<file path="src/rtl/aes256_enc_out_serializer_pkg.sv">
// Shared types and sizes for the AES-256 output serializer slice.
package aes256_enc_out_serializer_pkg;

  localparam int AES_N       = 16;
  localparam int AES_BLOCK_W = 8 * AES_N;
  localparam int AXI_WORD_W  = 32;

  typedef logic [AES_N-1:0][7:0] aes_block_t;

  typedef enum logic {
    SER_IDLE,
    SER_SEND
  } ser_state_t;

endpackage

</file>
<file path="src/rtl/aes256_enc_out_serializer_if.sv">
// Block capture input (encData/done) and 32-bit word stream (dout valid/ready/last).
// The serializer is the master: it consumes the block side and drives the word side.
interface aes256_enc_out_serializer_if
  import aes256_enc_out_serializer_pkg::*;
();

  aes_block_t              encData;
  logic                    done;
  logic [AXI_WORD_W-1:0]   dout;
  logic                    dout_valid;
  logic                    dout_ready;
  logic                    dout_last;

  modport master (
    input  encData,
    input  done,
    input  dout_ready,
    output dout,
    output dout_valid,
    output dout_last
  );

  modport slave (
    output encData,
    output done,
    output dout_ready,
    input  dout,
    input  dout_valid,
    input  dout_last
  );

endinterface

</file>
<file path="src/rtl/aes256_enc_out_serializer_fifo.sv">
// Small block FIFO with a registered occupancy count.
// A push while full is legal only together with a pop; the caller gates it.
module aes256_enc_out_serializer_fifo
  import aes256_enc_out_serializer_pkg::*;
#(
  parameter int W     = AES_BLOCK_W,
  parameter int DEPTH = 2
) (
  input  logic         clk,
  input  logic         reset,
  input  logic         i_push,
  input  logic [W-1:0] i_wr_data,
  input  logic         i_pop,
  output logic [W-1:0] o_rd_data,
  output logic         o_full,
  output logic         o_empty
);

  localparam int AW = (DEPTH > 1) ? $clog2(DEPTH) : 1;
  localparam logic [AW:0] FULL_CNT = (AW+1)'(DEPTH);

  logic [W-1:0]  r_mem [DEPTH];
  logic [AW-1:0] r_wr_ptr;
  logic [AW-1:0] r_rd_ptr;
  logic [AW:0]   r_count;

  // Storage has no reset; only entries below r_count are ever read.
  always_ff @(posedge clk) begin
    if (i_push) r_mem[r_wr_ptr] <= i_wr_data;
  end

  // Pointers wrap naturally because DEPTH is a power of two.
  always_ff @(posedge clk or posedge reset) begin
    if (reset) begin
      r_wr_ptr <= '0;
      r_rd_ptr <= '0;
      r_count  <= '0;
    end else begin
      if (i_push) r_wr_ptr <= r_wr_ptr + 1'b1;
      if (i_pop)  r_rd_ptr <= r_rd_ptr + 1'b1;
      case ({i_push, i_pop})
        2'b10:   r_count <= r_count + 1'b1;
        2'b01:   r_count <= r_count - 1'b1;
        default: r_count <= r_count;
      endcase
    end
  end

  assign o_rd_data = r_mem[r_rd_ptr];
  assign o_full    = (r_count == FULL_CNT);
  assign o_empty   = (r_count == '0);

endmodule

</file>
<file path="src/rtl/aes256_enc_out_serializer.sv">
// Captures AES ciphertext blocks on the rising edge of done, buffers them and
// streams each block out as four 32-bit words, most significant word first.
//
// state    | meaning
// SER_IDLE | no block loaded; loads the FIFO head when one is present
// SER_SEND | shift register holds a block; presenting word r_idx on dout
module aes256_enc_out_serializer
  import aes256_enc_out_serializer_pkg::*;
#(
  parameter int N      = AES_N,
  parameter int WORD_W = AXI_WORD_W,
  parameter int DEPTH  = 2,
  parameter int CNT_W  = 16
) (
  input  logic                              clk,
  input  logic                              reset,
  aes256_enc_out_serializer_if.master       bus,
  input  logic                              clr_overflow,
  output logic                              busy,
  output logic                              overflow,
  output logic [CNT_W-1:0]                  blocks_sent
);

  localparam int BLOCK_W = 8 * N;
  localparam int WORDS   = BLOCK_W / WORD_W;
  localparam int IDX_W   = (WORDS > 1) ? $clog2(WORDS) : 1;
  localparam logic [IDX_W-1:0] LAST_IDX = IDX_W'(WORDS - 1);

  ser_state_t          r_state;
  logic [BLOCK_W-1:0]  r_sreg;
  logic [IDX_W-1:0]    r_idx;
  logic [CNT_W-1:0]    r_blocks_sent;
  logic                r_overflow;
  logic                r_done_q;

  logic                w_push_req;
  logic                w_push;
  logic                w_pop;
  logic                w_drop;
  logic                w_last_xfer;
  logic                w_full;
  logic                w_empty;
  logic [BLOCK_W-1:0]  w_rd_data;

  assign w_push_req  = bus.done & ~r_done_q;
  assign w_last_xfer = (r_state == SER_SEND) & bus.dout_ready & (r_idx == LAST_IDX);
  // Pop decisions use the registered FIFO count, so a block pushed this cycle
  // is never popped in the same cycle.
  assign w_pop  = ~w_empty & ((r_state == SER_IDLE) | w_last_xfer);
  assign w_push = w_push_req & (~w_full | w_pop);
  assign w_drop = w_push_req & w_full & ~w_pop;

  aes256_enc_out_serializer_fifo #(
    .W     (BLOCK_W),
    .DEPTH (DEPTH)
  ) u_fifo (
    .clk       (clk),
    .reset     (reset),
    .i_push    (w_push),
    .i_wr_data (bus.encData),
    .i_pop     (w_pop),
    .o_rd_data (w_rd_data),
    .o_full    (w_full),
    .o_empty   (w_empty)
  );

  // Delayed done for rising-edge capture.
  always_ff @(posedge clk or posedge reset) begin
    if (reset) r_done_q <= 1'b0;
    else       r_done_q <= bus.done;
  end

  // Sticky overflow; a clear beats a set in the same cycle.
  always_ff @(posedge clk or posedge reset) begin
    if (reset)             r_overflow <= 1'b0;
    else if (clr_overflow) r_overflow <= 1'b0;
    else if (w_drop)       r_overflow <= 1'b1;
  end

  // Serializer FSM: load, shift out one word per accepted handshake, count blocks.
  always_ff @(posedge clk or posedge reset) begin
    if (reset) begin
      r_state       <= SER_IDLE;
      r_sreg        <= '0;
      r_idx         <= '0;
      r_blocks_sent <= '0;
    end else begin
      case (r_state)
        SER_IDLE: begin
          if (!w_empty) begin
            r_sreg  <= w_rd_data;
            r_idx   <= '0;
            r_state <= SER_SEND;
          end
        end
        SER_SEND: begin
          if (bus.dout_ready) begin
            if (r_idx == LAST_IDX) begin
              r_blocks_sent <= r_blocks_sent + 1'b1;
              if (!w_empty) begin
                r_sreg <= w_rd_data;
                r_idx  <= '0;
              end else begin
                r_state <= SER_IDLE;
              end
            end else begin
              r_sreg <= {r_sreg[BLOCK_W-WORD_W-1:0], {WORD_W{1'b0}}};
              r_idx  <= r_idx + 1'b1;
            end
          end
        end
        default: r_state <= SER_IDLE;
      endcase
    end
  end

  assign bus.dout       = r_sreg[BLOCK_W-1 -: WORD_W];
  assign bus.dout_valid = (r_state == SER_SEND);
  assign bus.dout_last  = (r_state == SER_SEND) & (r_idx == LAST_IDX);
  assign busy           = ~w_empty | (r_state == SER_SEND);
  assign overflow       = r_overflow;
  assign blocks_sent    = r_blocks_sent;

endmodule

</file>
<file path="src/flat_wrapper.sv">
// flat-port wrapper written by rule: the top's interface ports become plain ports
module aes256_enc_out_serializer_flat import aes256_enc_out_serializer_pkg::*;
#(
  parameter int N      = AES_N,
  parameter int WORD_W = AXI_WORD_W,
  parameter int DEPTH  = 2,
  parameter int CNT_W  = 16
)
  (clk, reset, clr_overflow, busy, overflow, blocks_sent, bus_encData, bus_done, bus_dout_ready, bus_dout, bus_dout_valid, bus_dout_last);
  aes256_enc_out_serializer_if bus_i ();
  input  logic clk;
  input  logic reset;
  input  logic clr_overflow;
  output logic busy;
  output logic overflow;
  output logic [CNT_W-1:0] blocks_sent;
  input wire logic [$bits(bus_i.encData)-1:0] bus_encData;
  input wire logic [$bits(bus_i.done)-1:0] bus_done;
  input wire logic [$bits(bus_i.dout_ready)-1:0] bus_dout_ready;
  output wire logic [$bits(bus_i.dout)-1:0] bus_dout;
  output wire logic [$bits(bus_i.dout_valid)-1:0] bus_dout_valid;
  output wire logic [$bits(bus_i.dout_last)-1:0] bus_dout_last;
  assign bus_i.encData = bus_encData;
  assign bus_i.done = bus_done;
  assign bus_i.dout_ready = bus_dout_ready;
  assign bus_dout = bus_i.dout;
  assign bus_dout_valid = bus_i.dout_valid;
  assign bus_dout_last = bus_i.dout_last;
  aes256_enc_out_serializer #(.N(N), .WORD_W(WORD_W), .DEPTH(DEPTH), .CNT_W(CNT_W)) u_core (.clk(clk), .reset(reset), .bus(bus_i), .clr_overflow(clr_overflow), .busy(busy), .overflow(overflow), .blocks_sent(blocks_sent));
endmodule
</file>
<file path="config.mk">
export PLATFORM = sky130hd
export DESIGN_NAME = aes256_enc_out_serializer_flat
export DESIGN_NICKNAME = d
export VERILOG_FILES = /design/src/rtl/aes256_enc_out_serializer_pkg.sv /design/src/rtl/aes256_enc_out_serializer_if.sv /design/src/rtl/aes256_enc_out_serializer_fifo.sv /design/src/rtl/aes256_enc_out_serializer.sv /design/src/flat_wrapper.sv
export SDC_FILE = /design/constraint.sdc
export NUM_CORES = 1
export LEC_CHECK = 0
export ABC_AREA = 1
export CAP_MARGIN = 30
export CELL_PAD_IN_SITES_DETAIL_PLACEMENT = 0
export CELL_PAD_IN_SITES_GLOBAL_PLACEMENT = 1
export CORE_ASPECT_RATIO = 1.5
export CORE_MARGIN = 1.5
export CORE_UTILIZATION = 30
export DETAILED_ROUTE_END_ITERATION = 8
export MAX_ROUTING_LAYER = met4
export PLACE_DENSITY_LB_ADDON = 0.1
export SETUP_SLACK_MARGIN = 0.2
export SLEW_MARGIN = 20
export SYNTH_ARGS = -nofsm -noshare
export SYNTH_HDL_FRONTEND = slang
export SYNTH_SLANG_ARGS = --single-unit
</file>
<file path="constraint.sdc">
create_clock -name clk -period 8.6 [get_ports clk]
set_clock_uncertainty 0.2 [all_clocks]
set_input_delay 2.58 -clock clk [delete_from_list [all_inputs] [get_ports clk]]
set_output_delay 2.58 -clock clk [all_outputs]
set_load 0.02 [all_outputs]
</file>
==> impl_metrics.json, run 1 <==
{
  "nFillCells": 5141,
  "seqCellArea_um2": 11500,
  "met2_usage_pct": 28.9,
  "synthMuxAreaShare_pct": 0,
  "final_hold_viol_count": 0,
  "finalWorstSetupSlack_ns": 3.64,
  "placedCellCount": 2121,
  "fin_cells": 2202,
  "crit_type": "in -> reg",
  "place_ws_ns": 2.98,
  "syn_avg_cell_area_um2": 11.9,
  "grt_max_degree": 129,
  "cts_tree": "built",
  "core_area_um2": 52700,
  "outcome": "finished, final reports clean",
  "slew_viol_final": 0,
  "synth_cell_types": 32,
  "grt_pass1_vias": 10400,
  "busiest_layer": "met2",
  "grt-ovfl-total": 0,
  "multi_input_comb_area_um2": 3770,
  "regToRegEndpoint": "u_core.r_sreg[33]",
  "ir_drop_uv": 199,
  "finalCriticalPeriod_ns": 4.96,
  "cts-hold-fix-buffers": 0,
  "post_cts_resized": 0,
  "relSlewSlack_pct": 38.4,
  "critPathArrivalTime_ns": 4.92,
  "finalPower_mw": 6.55,
  "h-tree-depth": 2,
  "place_area_um2": 18300,
  "synthAdderAreaFrac_pct": 0.156,
  "clk_latency_ns": 0.55,
  "grt_use_total_pct": 16.9,
  "syn_nets": 1479,
  "die_height_um": 286,
  "setup_viol": 0,
  "cts-buffers-inserted": 43,
  "die_x_um": 192,
  "seq_area_frac_synth_pct": 72.0,
  "rsz0062_at_grt": "false",
  "area_growth_syn_to_layout_pct": 23.8,
  "worst_slew_pin_slew_ns": 0.924,
  "cap_violations": 0,
  "synthArstFlopShare_pct": 37.4,
  "startpoint": "bus_dout_ready",
  "clk_pin_slew_ns": 0.06,
  "syn-instance-count": 1344,
  "synth-compound-area-share_pct": 9.46,
  "clock-sinks": 409,
  "port_buffers": 184,
  "p_leak_nw": 7.44,
  "layout-drive-gt1-share_pct": 7.31,
  "gp_congestion": 0.774,
  "finish.instance_area_um2": 19800,
  "endpoint": "u_core.u_fifo.r_mem[1][70]",
  "min_path_type": "reg -> reg",
  "wl_mm": 44.5,
  "cp-end-kind": "flip-flop",
  "dr.pass1.iters": 5,
  "ys_seq_elements": 409,
  "synthSimpleGateAreaFrac_pct": 13.0,
  "synth-main-ff-cell": "edfxtp_1",
  "start_util_pct": 30.4,
  "cp_num_cells": 6,
  "r2r_slack_ns": 5.27,
  "num_io_pins": 185,
  "yosysWarningCount": 0,
  "ctsLongestPathBuffers": 3,
  "via_per_inst": 4.63,
  "path_buf_inv": 2,
  "place_hpwl_mm": 26.8,
  "remaining_drc_errors": 0,
  "wl_per_cell_um": 20.2,
  "grt_pass1_wl_mm": 67.0,
  "cts_setup_buffers": 0,
  "critPathMaxStageDelay_ns": 0.66,
  "met1_usage_pct": 20.9,
  "synth_edf_count": 256,
  "r2r-start": "u_core.u_fifo.r_rd_ptr",
  "fp-row-count": 103,
  "syn_area_um2": 16000,
  "ant_nets": 0,
  "cp_cell_sequence": "clkdlybuf4s50_1 > nand3_2 > nand2_1 > o21ai_0 > nor2_4 > buf_12",
  "via_count": 10200,
  "cts_root_buf": "clkbuf_16",
  "cp_max_fo": 128,
  "critPathSlowestCell": "clkdlybuf4s50_1",
  "reg2reg_depth": 6,
  "final_nets": 1620,
  "power_density_nw_per_um2": 330,
  "fmax_mhz": 201,
  "synth_top_area_share_pct": 48.0,
  "drt_iter0_drc": 509,
  "yosysTopAreaCell": "edfxtp_1",
  "crit_family": "buffers and inverters",
  "critical_path_required_ns": 8.56,
  "synthXorXnorAreaFrac_pct": 0.711,
  "start_kind": "input pin",
  "synth.area.top_cells": "edfxtp_1 48%, dfrtp_1 24%, nand2_1 7.1%, o21ai_0 2.9%, nor2_1 2.5%",
  "dieArea_um2": 54800,
  "timing.final.crit_share_pct": 57.7,
  "grt_use_met3_pct": 2.25,
  "antenna_found_initial": 3,
  "synth_top_family_by_area": "simple AND/OR/NAND/NOR gates"
}
## per-stage QoR
step,hold WS (ns),TNS (ns),util [%]
after detailed placement,0.263,0,34.8
final,0.274,0,37.6
after global routing,0.316,0,37.6
after floorplan,0.244,-155.42,-
after CTS,0.280,0,37.5
after global placement,0.266,0,34.7
## worst register-to-register path, delay by kind of cell (launching register included)
family,cells,cell delay (ns)
buffers and inverters,2,1.67
flip-flops,1,0.75
AND/OR/NAND/NOR,3,0.38
AO/OA/AOI/OAI,1,0.24
## Yosys cell counts, types with 3 or more instances
library cell	number
a21oi_1	76
a22oi_1	15
a31oi_1	19
buf_1	5
buf_2	23
buf_4	36
clkbuf_1	38
dfrtp_1	153
edfxtp_1	256
inv_1	46
inv_2	3
nand2_1	302
nand3_1	70
nand4_1	3
nor2_1	106
o211a_1	7
o211ai_1	41
o21ai_0	92
o221ai_1	5
or2_2	19
xnor2_1	5
xor2_1	8
## cell families (layout without fill, tap and decap cells)
kind of cell	after synthesis	count (layout)
and+or+nand+nor	508	508
DFF	409	409
AOI/OAI and AO/OA	258	258
buffers and inverters	154	329
xor gates and xnor gates	13	13
adders and majority gates	2	2
other	0	1
## how the worst min path moves through the flow
stage | start | end | slack, ns | cells after the start
after floorplan | u_core.r_sreg[45] | u_core.r_sreg[45] | 0.24 | 2
after global placement | u_core.r_sreg[54] | u_core.r_sreg[54] | 0.27 | 2
after detailed placement | u_core.r_sreg[54] | u_core.r_sreg[54] | 0.26 | 2
after CTS | u_core.r_sreg[54] | u_core.r_sreg[54] | 0.28 | 2
after global routing | u_core.r_sreg[54] | u_core.r_sreg[54] | 0.32 | 2
final | u_core.r_sreg[54] | u_core.r_sreg[54] | 0.27 | 2
## layout make-up
type                            instances  share of cell area, %
Clock inverter                         20                   1.24
Inverter                               51                   1.02
Multi-Input combinational cell        781                   19.1
Timing Repair Buffer                  199                   10.2
Tap cell                              682                   4.31
Antenna cell                            1                 0.0126
Sequential cell                       409                   58.1
Clock buffer                           59                   6.05
## state kept, by name, indices dropped and copies added, names as in the netlist
| name | cells |
|---|---|
| u_core.u_fifo.r_wr_ptr | 1 |
| u_core.u_fifo.r_count | 2 |
| u_core.bus.dout_valid | 1 |
| u_core.blocks_sent | 16 |
| u_core.overflow | 1 |
| u_core.u_fifo.r_rd_ptr | 1 |
| u_core.u_fifo.r_mem | 256 |
| u_core.r_done_q | 1 |
| u_core.r_idx | 2 |
| u_core.r_sreg | 128 |
## power by group
group	internal [mW]	leakage (nW)	switching, mW
logic	0.601	2.52	1.18
clock network	1.16	0.707	0.766
registers	2.57	4.21	0.274
## metal layers
layer,vias up,routed length (um)
met3,59,1610
li1,4934,-
met2,216,22600
met4,0,1080
met1,4980,19100
met5,-,0
## cell usage in the layout, fill, tap and decap left out, types with 2 or more instances in the layout
master	n
edfxtp_1	256
nand4_1	3
or2_2	19
nand2_1	302
o211ai_1	41
nor2_1	103
inv_1	44
o211a_1	7
o21ai_0	92
buf_16	2
a22oi_1	15
clkbuf_8	2
a31oi_1	19
buf_4	11
o221ai_1	5
nor2_4	5
xnor2_1	5
nand3_1	70
inv_2	4
bufinv_16	6
ha_1	2
clkdlybuf4s50_1	184
xor2_1	8
buf_12	2
clkbuf_1	12
clkbuf_16	45
a21oi_1	76
clkinv_2	6
o21ai_1	2
nor3_1	2
dfrtp_1	152
clkinv_1	8
Note: power is estimated with default switching activity, not from simulation.
==> run 2: changes to the inputs <==
Clock period 8.6 ns to 4.06 ns, I/O delays scaled along.
==> run 2 against run 1 <==
Against the previous run: largest power group unchanged; highest routed layer unchanged; first-iteration DRC count grew 7.5%; sequential power grew 110%; via count rose by 0.35%; clock-buffer cell count shrank 3; hold slack improved by 0.016 ns; flip-flop and latch count did not move.
==> impl_metrics.json, run 2 (same netlist as run 1, synthesis figures left out) <==
{
  "outcome": "finished, final reports clean",
  "critPathMaxStageDelay_ns": 0.59,
  "final_nets": 1633,
  "critPathArrivalTime_ns": 2.13,
  "grt_pass1_vias": 10500,
  "regMostFlops": "u_core.u_fifo.r_mem",
  "cp_max_fo": 4,
  "antenna_found_initial": 4,
  "rsz0062_at_grt": "false",
  "p_sw_share_pct": 34.3,
  "p_seq_share_pct": 42.9,
  "nFillCells": 5101,
  "cap_violations": 0,
  "timing.final.crit_share_pct": 87.3,
  "finalSetupTns_ns": 0,
  "cts_setup_buffers": 0,
  "fp-row-count": 103,
  "path_buf_inv": 1,
  "crit_type": "reg -> out",
  "min_path_type": "reg -> reg",
  "ir_drop_uv": 409,
  "place_area_um2": 18600,
  "cts_tree": "built",
  "place_ws_ns": 0.163,
  "finalPower_mw": 13.8,
  "start_util_pct": 30.4,
  "critical_path_required_ns": 2.64,
  "layout-drive-gt1-share_pct": 8.43,
  "gp_congestion": 0.739,
  "cts_root_buf": "clkbuf_16",
  "r2r_slack_ns": 1.51,
  "cts-hold-fix-buffers": 0,
  "finish.instance_area_um2": 20000,
  "dr.pass1.iters": 4,
  "via_per_inst": 4.62,
  "wl_per_cell_um": 20.3,
  "dieArea_um2": 54800,
  "finalWorstSetupSlack_ns": 0.517,
  "die_x_um": 192,
  "finalCriticalPeriod_ns": 3.54,
  "grt_max_degree": 116,
  "critPathSlowestCell": "clkdlybuf4s50_1",
  "p_int_mw": 9.08,
  "ant_nets": 0,
  "final_hold_viol_count": 0,
  "drt_iter0_drc": 547,
  "cp_cell_sequence": "nor2_1 > nand2_1 > clkdlybuf4s50_1",
  "wl_mm": 44.9,
  "switchingPower_mw": 4.74,
  "via_count": 10200,
  "largest_register_ff_count": 256,
  "clock-sinks": 409,
  "clk_latency_ns": 0.55,
  "layout_common_cells": "301 x nand2_1, 256 x edfxtp_1, 184 x clkdlybuf4s50_1, 152 x dfrtp_1, 102 x nor2_1",
  "fmax_mhz": 282,
  "cts-buffers-inserted": 42,
  "grt_use_total_pct": 17.2,
  "combinationalPowerShare_pct": 29.2,
  "grt-ovfl-total": 0,
  "setup_viol": 0,
  "post_cts_resized": 0,
  "num_io_pins": 185,
  "crit_family": "simple AND/OR/NAND/NOR gates",
  "remaining_drc_errors": 0,
  "power_density_nw_per_um2": 692,
  "core_area_um2": 52700,
  "p_leak_nw": 7.51,
  "grt_pass1_wl_mm": 67.9,
  "layout.cells.most_common": "nand2_1",
  "port_buffers": 184,
  "slew_viol_final": 0,
  "place_hpwl_mm": 28.5,
  "clk_pin_slew_ns": 0.07,
  "cp-end-kind": "primary output",
  "start_kind": "flip-flop",
  "relSlewSlack_pct": 38.3,
  "p_clk_share_pct": 27.9,
  "h-tree-depth": 2,
  "ctsLongestPathBuffers": 3,
  "worst_slew_pin_slew_ns": 0.925,
  "area_growth_syn_to_layout_pct": 24.7,
  "die_height_um": 286
}
run 2: path summary, 6_finish.rpt:
check                                    startpoint                  to  cells after the start
min reg2reg                       u_core.r_sreg[47]   u_core.r_sreg[47]                      2
min                               u_core.r_sreg[47]   u_core.r_sreg[47]                      2
max in group asynchronous                     reset   u_core.r_sreg[20]                      3
max                        u_core.u_fifo.r_count[1]                busy                      3
max reg2reg                   u_core.bus.dout_valid  u_core.r_sreg[127]                      7
min in group asynchronous                     reset     u_core.overflow                      2
run 2: tightest hold or removal path, delay by kind of cell (launching register included):
family,cells,cell delay [ns]
and+or+nand+nor,2,0.12
DFF,1,0.34
run 2: power groups by stage:
stage / clock, mW / combinational (mW) / sequential, mW
4_1_cts: 3.99 / 4.19 / 5.95
6_report: 3.85 / 4.04 / 5.92
3_3_place_gp: 0 / 4.12 / 6.02
2_1_floorplan: 0 / 2.67 / 5.84
3_5_place_dp: 0 / 4.18 / 6.02
5_1_grt: 4.13 / 4.55 / 6.02
run 2: stage by stage:
stage | hold slack, ns | std cells | utilization [%]
6_report | 0.290 | 2214 | 37.9
2_1_floorplan | 0.244 | 1344 | -
5_1_grt | 0.319 | 2214 | 37.9
3_5_place_dp | 0.275 | 2136 | 35.3
3_3_place_gp | 0.281 | 2135 | 35.2
4_1_cts | 0.291 | 2213 | 37.9
run 2: layer usage:
| layer | track usage, % | part of all wire (%) |
|---|---|---|
| met3 | 2.58 | 4.0 |
| met2 | 29.2 | 50 |
| met1 | 20.9 | 43 |
| met4 | 5.35 | 2.8 |
| met5 | - | 0 |
run 2: area by class of cell:
type | instances | area (um2) | share of cell area (%)
inverters | 51 | 198 | 0.990
clock buffers | 56 | 1150 | 5.79
multi-input cells | 781 | 3800 | 19.1
well taps | 682 | 853 | 4.27
diodes | 1 | 2.50 | 0.0125
flip-flops and latches | 409 | 11500 | 57.7
repair buffers | 213 | 2230 | 11.2
clock inverters | 21 | 201 | 1.01
==> run 3: changes to the inputs <==
Settings changed: CORE_UTILIZATION 30 to 37, SYNTH_HIERARCHICAL from default to 1.
==> run 3 against run 2 <==
Against the previous run: first-iteration DRC count up 16%; core utilization up 8.3 points; combinational power down 20%; register-to-register slack got worse by 0.03 ns; critical path depth increased by 1; flip-flop and latch count unchanged; highest routed layer unchanged; critical endpoint unchanged; sequential power up 5.1%.
==> impl_metrics.json, run 3 <==
{
  "cap_violations": 0,
  "place_hpwl_mm": 25.6,
  "die_height_um": 259,
  "r2r_slack_ns": 1.48,
  "p_leak_nw": 7.88,
  "post_cts_resized": 0,
  "outcome": "finished, final reports clean",
  "via_count": 10200,
  "placedCellCount": 2104,
  "setup_viol": 0,
  "cp_cell_sequence": "nor2_1 > inv_1 > or2_2 > clkdlybuf4s50_1",
  "cts_root_buf": "clkbuf_16",
  "core_area_um2": 43100,
  "wl_per_cell_um": 17.9,
  "wl_mm": 39.0,
  "grt_pass1_vias": 9994,
  "critical_path_required_ns": 2.64,
  "gp_congestion": 0.756,
  "cts-hold-fix-buffers": 0,
  "antenna_found_initial": 0,
  "clock-sinks": 409,
  "start_kind": "flip-flop",
  "syn_avg_cell_area_um2": 11.3,
  "via_per_inst": 4.69,
  "finalCriticalPeriod_ns": 3.50,
  "grt_pass1_wl_mm": 60.1,
  "slew_viol_final": 0,
  "ir_drop_uv": 303,
  "drt_iter0_drc": 633,
  "min_to": "u_core/r_idx[1]",
  "worst_slew_pin_slew_ns": 0.789,
  "largest_register_ff_count": 256,
  "dieArea_um2": 45000,
  "final_hold_viol_count": 0,
  "synth_cell_types": 23,
  "layout_common_cells": "259 x nor2_1, 256 x edfxtp_1, 192 x nand2_1, 184 x clkdlybuf4s50_1, 170 x inv_1",
  "yosysWarningCount": 6,
  "area_growth_syn_to_layout_pct": 22.9,
  "synthTopCellsByCount": "260 x nor2_1, 256 x edfxtp_1, 195 x nand2_1",
  "dr.pass1.iters": 5,
  "remaining_drc_errors": 0,
  "critPathMaxStageDelay_ns": 0.54,
  "cts_setup_buffers": 0,
  "diodes": 0,
  "reg2reg_depth": 11,
  "relSlewSlack_pct": 47.4,
  "ctsLongestPathBuffers": 3,
  "ant_nets": 0,
  "synth_top_area_share_pct": 47.5,
  "nFillCells": 3974,
  "synth_edf_count": 256,
  "rsz0062_at_grt": "false",
  "min_path_type": "reg -> reg",
  "synthArstFlopShare_pct": 37.4,
  "timing.final.crit_share_pct": 86.1,
  "r2r-start": "u_core/r_idx[0]",
  "layout.cells.most_common": "nor2_1",
  "whs_ns": 0.276,
  "fmax_mhz": 286,
  "clk_latency_ns": 0.54,
  "regMostFlops": "u_core/u_fifo/r_mem",
  "clk_pin_slew_ns": 0.06,
  "synth-main-ff-cell": "edfxtp_1",
  "final_util_pct": 46.2,
  "power_density_nw_per_um2": 663,
  "hp-start": "u_core/r_idx[1]",
  "num_io_pins": 185,
  "grt-ovfl-total": 0,
  "port_buffers": 184,
  "synth.area.top_cells": "edfxtp_1 47%, dfrtp_1 24%, nor2_1 6.0%, nand2_1 4.5%, o21ai_0 4.4%",
  "cts_tree": "built",
  "finalSetupTns_ns": 0,
  "cts-buffers-inserted": 40,
  "critPathSlowestCell": "clkdlybuf4s50_1",
  "grt_max_degree": 108,
  "start_util_pct": 37.6,
  "synth.most_common_cell": "nor2_1",
  "regToRegEndpoint": "u_core/u_fifo/r_count[1]",
  "crit_type": "reg -> out",
  "h-tree-depth": 2,
  "yosysTopAreaCell": "edfxtp_1",
  "layout-drive-gt1-share_pct": 5.91,
  "syn_area_um2": 16200,
  "syn_nets": 1563,
  "fin_cells": 2178,
  "finalPower_mw": 13.2,
  "syn-instance-count": 1427,
  "die_x_um": 174,
  "fp-row-count": 93,
  "seq_area_frac_synth_pct": 71.2,
  "cp_max_fo": 5,
  "ys_seq_elements": 409,
  "cp-end-kind": "primary output",
  "whs_path_depth": 2,
  "grt_use_total_pct": 18.0,
  "final_nets": 1712,
  "critPathArrivalTime_ns": 2.08
}
## run 3: cell types whose count changed in the layout (fill, tap and decap cells not counted), sizes merged, moves of 62 or more
| cell | change |
|---|---|
| a21oi | -74 |
| inv | +121 |
| nand2 | -108 |
| nand3 | -62 |
| nor2 | +151 |
| o22ai | +86 |
## run 3: layout make-up
cell class | instances | area, um2 | share of cell area (%)
flip-flops and latches | 409 | 11500 | 57.9
multi-input cells | 746 | 3480 | 17.5
repair buffers | 206 | 2180 | 11.0
clock buffers | 57 | 1190 | 5.98
well taps | 570 | 713 | 3.59
inverters | 173 | 657 | 3.30
clock inverters | 17 | 145 | 0.730
## run 3: metrics by stage
| step | cell area (um2) | worst slack (ns) |
|---|---|---|
| after floorplan | 16200 | -0.458 |
| final | 19900 | 0.563 |
| after CTS | 19900 | 0.529 |
| after global routing | 19900 | 0.467 |
| after global placement | 18600 | 0.300 |
| after detailed placement | 18600 | 0.287 |
## run 3: per-layer routing
layer,GRT usage (%),wire length [um]
met5,-,0
met4,4.62,751
met3,2.39,1490
met2,30.2,19500
met1,23.2,17300
## run 3: worst max-delay path, delay by kind of cell, from the launching register on
family | cells | cell delay [ns]
flip-flops | 1 | 0.43
buffers and inverters | 2 | 0.67
AND/OR/NAND/NOR | 2 | 0.45
## run 3: worst max-delay path by stage
stage / to / startpoint
final: busy / u_core/u_fifo/r_count[0]
after global placement: u_core/u_fifo/r_mem[1][6] / bus_dout_ready
after floorplan: u_core/u_fifo/r_mem[0][0] / bus_dout_ready
after global routing: busy / u_core/u_fifo/r_count[0]
after detailed placement: u_core/u_fifo/r_mem[1][6] / bus_dout_ready
after CTS: busy / u_core/u_fifo/r_count[0]
## run 3: logic make-up after synthesis
group	synth area share (%)
flops	71.2
compound gates	9.03
simple gates	11.3
fa+ha+maj	0.232
xor+xnor	0.595
buf+inv	7.66
## run 3: power by group
group | switching (mW) | leakage, nW | total [mW] | internal (mW)
Sequential | 0.780 | 4.13 | 6.22 | 5.44
Clock | 1.54 | 0.655 | 3.72 | 2.17
Combinational | 1.98 | 3.10 | 3.25 | 1.26
